[config.mk]
export PLATFORM = sky130hd
export DESIGN_NAME = complex_power_sched_flat
export DESIGN_NICKNAME = d
export VERILOG_FILES = /design/src/rtl/complex_power_sched_if.sv /design/src/rtl/complex_power_sched.sv /design/src/flat_wrapper.sv
export SDC_FILE = /design/constraint.sdc
export NUM_CORES = 1
export LEC_CHECK = 0
export CAP_MARGIN = 10
export CORE_ASPECT_RATIO = 1.5
export CORE_MARGIN = 2
export CORE_UTILIZATION = 37
export DETAILED_ROUTE_END_ITERATION = 10
export PLACE_DENSITY = 0.9
export SLEW_MARGIN = 10
export SYNTH_ARGS = -nofsm -noshare
export SYNTH_HDL_FRONTEND = slang
export SYNTH_SLANG_ARGS = --single-unit
[constraint.sdc]
create_clock -name i_clk -period 2.3 [get_ports i_clk]
set_clock_uncertainty 0.15 [all_clocks]
set_input_delay 0.345 -clock i_clk [delete_from_list [all_inputs] [get_ports i_clk]]
set_output_delay 0.345 -clock i_clk [all_outputs]
set_load 0.05 [all_outputs]
[src/rtl/complex_power_sched_if.sv]
// Bundle of the requester, power-unit and result signals of complex_power_sched.
// The scheduler takes the slave modport; sample sources / power unit / sink take master.
interface complex_power_sched_if #(
    parameter int N_CH = 4,
    parameter int CH_W = 2
);
    logic [N_CH-1:0]    i_req_vld;
    logic [N_CH*18-1:0] i_req_r;
    logic [N_CH*18-1:0] i_req_i;
    logic [N_CH-1:0]    o_req_rdy;
    logic [17:0]        o_pw_r;
    logic [17:0]        o_pw_i;
    logic [35:0]        i_pw_p;
    logic               o_vld;
    logic [CH_W-1:0]    o_ch;
    logic [35:0]        o_p;
    logic               o_busy;

    modport slave (
        input  i_req_vld, i_req_r, i_req_i, i_pw_p,
        output o_req_rdy, o_pw_r, o_pw_i, o_vld, o_ch, o_p, o_busy
    );

    modport master (
        output i_req_vld, i_req_r, i_req_i, i_pw_p,
        input  o_req_rdy, o_pw_r, o_pw_i, o_vld, o_ch, o_p, o_busy
    );
endinterface

[src/rtl/complex_power_sched.sv]
// Round-robin scheduler sharing one complex |x|^2 unit among N_CH sample sources.
// Defining CPWR_SCHED_PEAK_EN adds per-channel peak-power tracking (i_peak_clr / o_peak).
module complex_power_sched #(
    parameter int N_CH   = 4,
    parameter int CH_W   = 2,
    parameter int PW_LAT = 3
) (
    input  logic                 i_clk,
    input  logic                 i_rst_n,
`ifdef CPWR_SCHED_PEAK_EN
    input  logic [N_CH-1:0]      i_peak_clr,
    output logic [N_CH*36-1:0]   o_peak,
`endif
    complex_power_sched_if.slave bus
);
    logic [CH_W-1:0]           ptr_q, ptr_d;
    logic [17:0]               pw_r_q, pw_r_d;
    logic [17:0]               pw_i_q, pw_i_d;
    logic [PW_LAT:0]           tag_vld_q, tag_vld_d;
    logic [PW_LAT:0][CH_W-1:0] tag_ch_q, tag_ch_d;
    logic                      vld_q, vld_d;
    logic [CH_W-1:0]           ch_q, ch_d;
    logic [35:0]               p_q, p_d;

    logic [CH_W-1:0]           cand;
    logic [CH_W-1:0]           gnt_ch;
    logic                      gnt_any;
    logic [N_CH-1:0]           grant;

    // Rotating-priority search from ptr; no grant is issued while reset is held.
    always_comb begin
        // NOTE: every combinational output is defaulted first so no latch is inferred.
        cand    = '0;
        gnt_ch  = '0;
        gnt_any = 1'b0;
        grant   = '0;
        for (int off = 0; off < N_CH; off++) begin
            cand = CH_W'((int'(ptr_q) + off) % N_CH);
            if (!gnt_any && bus.i_req_vld[cand]) begin
                gnt_any = 1'b1;
                gnt_ch  = cand;
            end
        end
        if (!i_rst_n) begin
            gnt_any = 1'b0;
        end
        if (gnt_any) begin
            grant[gnt_ch] = 1'b1;
        end
    end

    always_comb begin
        ptr_d     = ptr_q;
        pw_r_d    = pw_r_q;
        pw_i_d    = pw_i_q;
        tag_vld_d = {tag_vld_q[PW_LAT-1:0], gnt_any};
        tag_ch_d  = {tag_ch_q[PW_LAT-1:0], gnt_ch};
        if (gnt_any) begin
            ptr_d  = (gnt_ch == CH_W'(N_CH - 1)) ? '0 : gnt_ch + CH_W'(1);
            pw_r_d = bus.i_req_r[int'(gnt_ch) * 18 +: 18];
            pw_i_d = bus.i_req_i[int'(gnt_ch) * 18 +: 18];
        end
        // The last tag stage lines up with the power unit's result for that sample.
        vld_d = tag_vld_q[PW_LAT];
        ch_d  = tag_vld_q[PW_LAT] ? tag_ch_q[PW_LAT] : ch_q;
        p_d   = tag_vld_q[PW_LAT] ? bus.i_pw_p : p_q;
    end

    always_ff @(posedge i_clk) begin
        // NOTE: sequential state uses non-blocking assignments so all flops update together.
        if (!i_rst_n) begin
            ptr_q     <= '0;
            pw_r_q    <= '0;
            pw_i_q    <= '0;
            tag_vld_q <= '0;
            tag_ch_q  <= '0;
            vld_q     <= 1'b0;
            ch_q      <= '0;
            p_q       <= '0;
        end else begin
            ptr_q     <= ptr_d;
            pw_r_q    <= pw_r_d;
            pw_i_q    <= pw_i_d;
            tag_vld_q <= tag_vld_d;
            tag_ch_q  <= tag_ch_d;
            vld_q     <= vld_d;
            ch_q      <= ch_d;
            p_q       <= p_d;
        end
    end

    assign bus.o_req_rdy = grant;
    assign bus.o_pw_r    = pw_r_q;
    assign bus.o_pw_i    = pw_i_q;
    assign bus.o_vld     = vld_q;
    assign bus.o_ch      = ch_q;
    assign bus.o_p       = p_q;
    assign bus.o_busy    = |tag_vld_q;

`ifdef CPWR_SCHED_PEAK_EN
    logic [N_CH-1:0][35:0] peak_q, peak_d;

    // A clear coinciding with a result restarts the peak from that result.
    always_comb begin
        peak_d = peak_q;
        for (int c = 0; c < N_CH; c++) begin
            if (vld_q && (ch_q == CH_W'(c))) begin
                if (i_peak_clr[c] || (p_q > peak_q[c])) begin
                    peak_d[c] = p_q;
                end
            end else if (i_peak_clr[c]) begin
                peak_d[c] = '0;
            end
        end
    end

    always_ff @(posedge i_clk) begin
        if (!i_rst_n) begin
            peak_q <= '0;
        end else begin
            peak_q <= peak_d;
        end
    end

    assign o_peak = peak_q;
`endif
endmodule

[src/flat_wrapper.sv]
// flat-port wrapper written by rule: the top's interface ports become plain ports
module complex_power_sched_flat 
#(
    parameter int N_CH   = 4,
    parameter int CH_W   = 2,
    parameter int PW_LAT = 3
)
  (i_clk, i_rst_n, bus_i_req_vld, bus_i_req_r, bus_i_req_i, bus_i_pw_p, bus_o_req_rdy, bus_o_pw_r, bus_o_pw_i, bus_o_vld, bus_o_ch, bus_o_p, bus_o_busy);
  complex_power_sched_if #(.N_CH(N_CH), .CH_W(CH_W)) bus_i ();
  input  logic i_clk;
  input  logic i_rst_n;
  input wire logic [$bits(bus_i.i_req_vld)-1:0] bus_i_req_vld;
  input wire logic [$bits(bus_i.i_req_r)-1:0] bus_i_req_r;
  input wire logic [$bits(bus_i.i_req_i)-1:0] bus_i_req_i;
  input wire logic [$bits(bus_i.i_pw_p)-1:0] bus_i_pw_p;
  output wire logic [$bits(bus_i.o_req_rdy)-1:0] bus_o_req_rdy;
  output wire logic [$bits(bus_i.o_pw_r)-1:0] bus_o_pw_r;
  output wire logic [$bits(bus_i.o_pw_i)-1:0] bus_o_pw_i;
  output wire logic [$bits(bus_i.o_vld)-1:0] bus_o_vld;
  output wire logic [$bits(bus_i.o_ch)-1:0] bus_o_ch;
  output wire logic [$bits(bus_i.o_p)-1:0] bus_o_p;
  output wire logic [$bits(bus_i.o_busy)-1:0] bus_o_busy;
  assign bus_i.i_req_vld = bus_i_req_vld;
  assign bus_i.i_req_r = bus_i_req_r;
  assign bus_i.i_req_i = bus_i_req_i;
  assign bus_i.i_pw_p = bus_i_pw_p;
  assign bus_o_req_rdy = bus_i.o_req_rdy;
  assign bus_o_pw_r = bus_i.o_pw_r;
  assign bus_o_pw_i = bus_i.o_pw_i;
  assign bus_o_vld = bus_i.o_vld;
  assign bus_o_ch = bus_i.o_ch;
  assign bus_o_p = bus_i.o_p;
  assign bus_o_busy = bus_i.o_busy;
  complex_power_sched #(.N_CH(N_CH), .CH_W(CH_W), .PW_LAT(PW_LAT)) u_core (.i_clk(i_clk), .i_rst_n(i_rst_n), .bus(bus_i));
endmodule
== Word level (Yosys, flattened, before mapping) ==
Cells that the tools add are included.

* Input port bits: 186
* Logic and storage cells: 54
* Flip-flop bits (word level): 89
* Output and inout port bits: 80

* Magnitude comparators: 6
* Eq/ne operators: 1
* Reductions and logical operators: 8
* Muxes and demuxes: 21
* Multiply operators: 1
* Shift operators: 2
* Add/sub/neg operators: 4

{| class="wikitable"
|+ Operator list
! cell !! number
|-
| $shiftx A72 B32 Y18 || 2
|-
| $lt A2 B3 Y1 const B || 5
|-
| $mux W1 || 10
|-
| $mux W2 || 5
|-
| $bmux W1 S2 || 4
|-
| $mul A2 B4 Y6 const B || 1
|-
| $add A2 B1 Y2 const B || 2
|-
| $add A2 B2 Y2 const B || 2
|-
| $logic_and A1 B1 Y1 || 4
|-
| $mux W4 || 1
|-
| $reduce_or A4 Y1 || 1
|-
| $logic_not A1 Y1 || 3
|-
| $demux W1 S2 || 1
|-
| $eq A2 B2 Y1 const B || 1
|-
| $ge A2 B1 Y1 const B || 1
|}

== Depth between registers and ports, before layout ==
* Depth in word-level cells: 17
* Mapped depth: 7
* Gate-level depth less buffers: 7

== Worst setup path before layout ==
OpenSTA, ideal clock, no wires.

* Path type: reg-to-output
* Start point: register u_core.ptr_q[1]
* End point: output bus_o_req_rdy[3]
* Required time: 1.805 ns
* Path buffers: 1
* Slack: -0.457 ns
* Data arrival time: 2.262 ns
* Stages on the path, launching flop included: 6
* Cell sequence: dfxtp_1 > o21ai_2 > a211oi_4 > nor2_2 > buf_2 > nor3_1

* Word-level cells in the longest chain between the ends: 17
* Elaborated cells on any way between the ends: 32
* Those cells by class: add/sub: 3; order compare: 2; mux: 20; reduce/logical: 7

{| class="wikitable"
|+ Ends and longest elaborated chain
! element !! line !! text
|-
| start: declaration || complex_power_sched.sv:16 || <nowiki>logic [CH_W-1:0] ptr_q, ptr_d;</nowiki>
|-
| start signal: assignment || complex_power_sched.sv:81 || <nowiki>ptr_q <= ptr_d;</nowiki>
|-
| parallel branches: the longest is 16 deep, another holds $lt A2 B3 Y1 || n/a ||
|-
| $mux W4 * || complex_power_sched.sv:47 || <nowiki>if (gnt_any) begin</nowiki>
|-
| end: declaration || flat_wrapper.sv:16 || <nowiki>output wire logic [$bits(bus_i.o_req_rdy)-1:0] bus_o_req_rdy;</nowiki>
|}

Mark *: on every way between the ends. The select of a mux whose other input is x is not followed.

== Worst setup path after layout ==
* Start point: register u_core.ptr_q[0]
* End point: output bus_o_req_rdy[0]

The elaborated chain is that of the path after synthesis.

==> results.md <==
- Core Footprint: 11400 um^2
- Post-DP HPWL: 11800 um
- WP buf/inv: 1
- Max-cap violations: 0
- Die width: 92.1 um
- FFs w/ async S/R, synth: 0%
- Synth unique cells: 38
- Most common cell after layout, fill and taps aside: clkdlybuf4s50_1
- Max Freq: 440 MHz
- Synth area leader: dfxtp_1
- Leak: 2.92 nW
- Die ar.: 12500 um^2
- Yosys reg bits: 89
- Final setup viols: 0
- FP Rows: 48
- TritonCTS buffer count: 9
- Post-synth net total: 650
- Main area contributors after synthesis: dfxtp_1 41%, mux2i_1 17%, a211o_1 7.1%, o211ai_1 5.8%, nor2_1 3.9%
- Root buf cell: clkbuf_16
- CTS tree: yes
- GPL Wtd Cong: 0.876
- Worst min-delay path category: register to register
- Synth warn: 0
- Finished Cell Area: 7660 um^2
- Crit. End Element: output port
- Vias: 4738
- Synthesized area per cell: 9.28 um^2
- CTS max path bufs: 2
- Total Routing Usage GR: 24.6%
- Placement Cell Area: 7230 um^2
- CP max stage cell: dfxtp_2
- Max Slew Vio Count: 0
- Die H: 136 um
- Dpl ws: -247 ps
- Post-Syn Area: 4310 um^2
- Top delay family on crit path: simple AND/OR/NAND/NOR gates
- Crit path DAT: 1780 ps
- Area grow syn2layout: 77.9%
- Fin Setup TNS: 0 ps
- Htree depth: 3
- Hold Vio Cnt, Final: 0
- Req. time, crit path: 1800 ps
- Vias in the first global route: 5058
- Util after Layout: 67.1%
- Antenna cells: 0
- Top cell type's share of synthesized area: 41.4%
- Sequential fraction of the synthesis area: 41.4%
- Synth Instances: 464
- Crit Path Class: register to output port
- Outcome: finished, final reports clean
- Post-layout net count: 921
- Vias per std cell: 5.32
- Initial antenna violation count: 0
- Worst-Skew Late Latency: 330 ps
- WL/cell: 17.7 um
- Period utilization: 98.9%
- Worst Setup Slack, final: 25.8 ps
- DRC viols: 0
- Hold-fix buffers, CTS: 0
- DRT iter0 DRCs: 229
- Initial Util: 37.7%
- ANT nets after route: 0
- Pwr dens: 750 nW/um^2
- Clk slew on worst S/H paths: 70 ps
- First-pass GRT wire length: 24400 um
- DRT Pass-1 Iters: 5
- Post-route minimum period: 2270 ps
- Min Hold Slack: 291 ps
- Worst setup SP type: register
- Port Buf Inserts: 265
- FILL cells: 844
- Clock sink total: 89
- Number of synthesized flops with an enable pin: 0
- Highest-count cells in the layout ignoring fill and taps: 256 x clkdlybuf4s50_1, 86 x dfxtp_1, 74 x mux2i_1, 41 x nor2_1, 37 x nand2_1
- Top FF cell, synth: dfxtp_1
- Crit-path max FO: 3
- Worst Max-Slew Pin Slew: 635 ps
- Relative slew margins: 57.6%
- CP Cell Sequence: and2b_2 -> a211o_1 -> o21ai_4 -> nand2_4 -> nor2_4 -> buf_8
- VDD IR max: 0.000472 V
- Layout cells sized above 1: 11.1%
- Final WL: 15700 um
- Largest net degree at the start of global routing: 44
- Grt ovf: 0
- Top-Level Pins: 266
- Critical Path Max Stage Delay: 350 ps
==> synthesized netlist by cell type (3+ instances only) <==
library cell and n:
buf_2 15, nor2_1 45, clkbuf_2 3, and2_1 10, buf_6 5, nor3_1 3, clkbuf_1 14, o21ai_0 33
mux2i_1 74, a211o_1 35, o211ai_1 33, nand4_1 3, dfxtp_1 89, a32oi_1 3, nand2_1 37, nand3_1 33
==> cell type report <==
cell class | count | area, um^2 | share of cell area [%]
clock buffers | 10 | 239 | 3.12
clock inverters | 6 | 72.6 | 0.947
inverters | 4 | 15.0 | 0.196
multi-input cells | 329 | 2340 | 30.6
flip-flops and latches | 89 | 1790 | 23.3
well taps | 150 | 188 | 2.45
repair buffers | 302 | 3020 | 39.4
==> where the power goes <==
group	internal, mW	total, mW	switching, mW
combinational	1.06	2.41	1.36
clock	0.883	1.50	0.617
sequential	1.72	1.84	0.114
==> timing repair <==
item | 4_1_cts | 5_1_grt
pin swaps | 6 | 6
buffers inserted | 4 | 3
endpoints found under the setup margin | 4 | 32
resized for setup | 15 | 7
==> cells by family (layout without fill, tap and decap cells) <==
family | Yosys count | count (layout) | share of synthesized area (%)
AND/OR/NAND/NOR | 142 | 142 | 15.9
AO/OA/AOI/OAI | 112 | 112 | 19.5
flip-flops | 89 | 89 | 41.4
multiplexers | 74 | 74 | 17.2
buffers and inverters | 46 | 322 | 5.84
XOR/XNOR | 1 | 1 | 0.203
==> worst paths after layout <==
check / from / end / slack (ps) / depth (start not counted)
min: u_core.tag_ch_d[2] / u_core.tag_ch_d[4] / 290 / 1
max reg2reg: u_core.ptr_q[0] / u_core.bus.o_pw_i[2] / 210 / 7
max: u_core.ptr_q[0] / bus_o_req_rdy[0] / 30 / 6
min reg2reg: u_core.tag_ch_d[2] / u_core.tag_ch_d[4] / 290 / 1
==> state kept, by name, summed over array words and instances (netlist names) <==
signal and cells:
u_core.tag_vld_q 4, u_core.tag_ch_q 2, u_core.bus.o_pw_r 18, u_core.ptr_q 2, u_core.tag_ch_d 6, u_core.bus.o_ch 2, u_core.bus.o_vld 1, u_core.bus.o_p 36
u_core.bus.o_pw_i 18
==> worst register-to-register path: stages (launching register included) <==
cell,delay (ps)
dfxtp_2,350
and2b_2,250
a211oi_4,270
buf_4,150
buf_4,310
o21ai_0,170
a211o_1,290
o211ai_1,70
==> metal layers <==
metal	GRT usage, %	up-vias	share of wire (%)
met3	6.04	43	7.6
met4	11.5	0	3.4
met5	0	-	0
met1	24.3	2198	35
li1	-	2223	-
met2	47.5	274	54
==> metrics by stage <==
step           power (mW)  std cells
3_3_place_gp         4.14        867
3_5_place_dp         4.19        867
5_1_grt              5.98        890
2_1_floorplan        3.24        464
6_report             5.75        890
4_1_cts              5.77        887
Power figures use the tool's default switching activity.
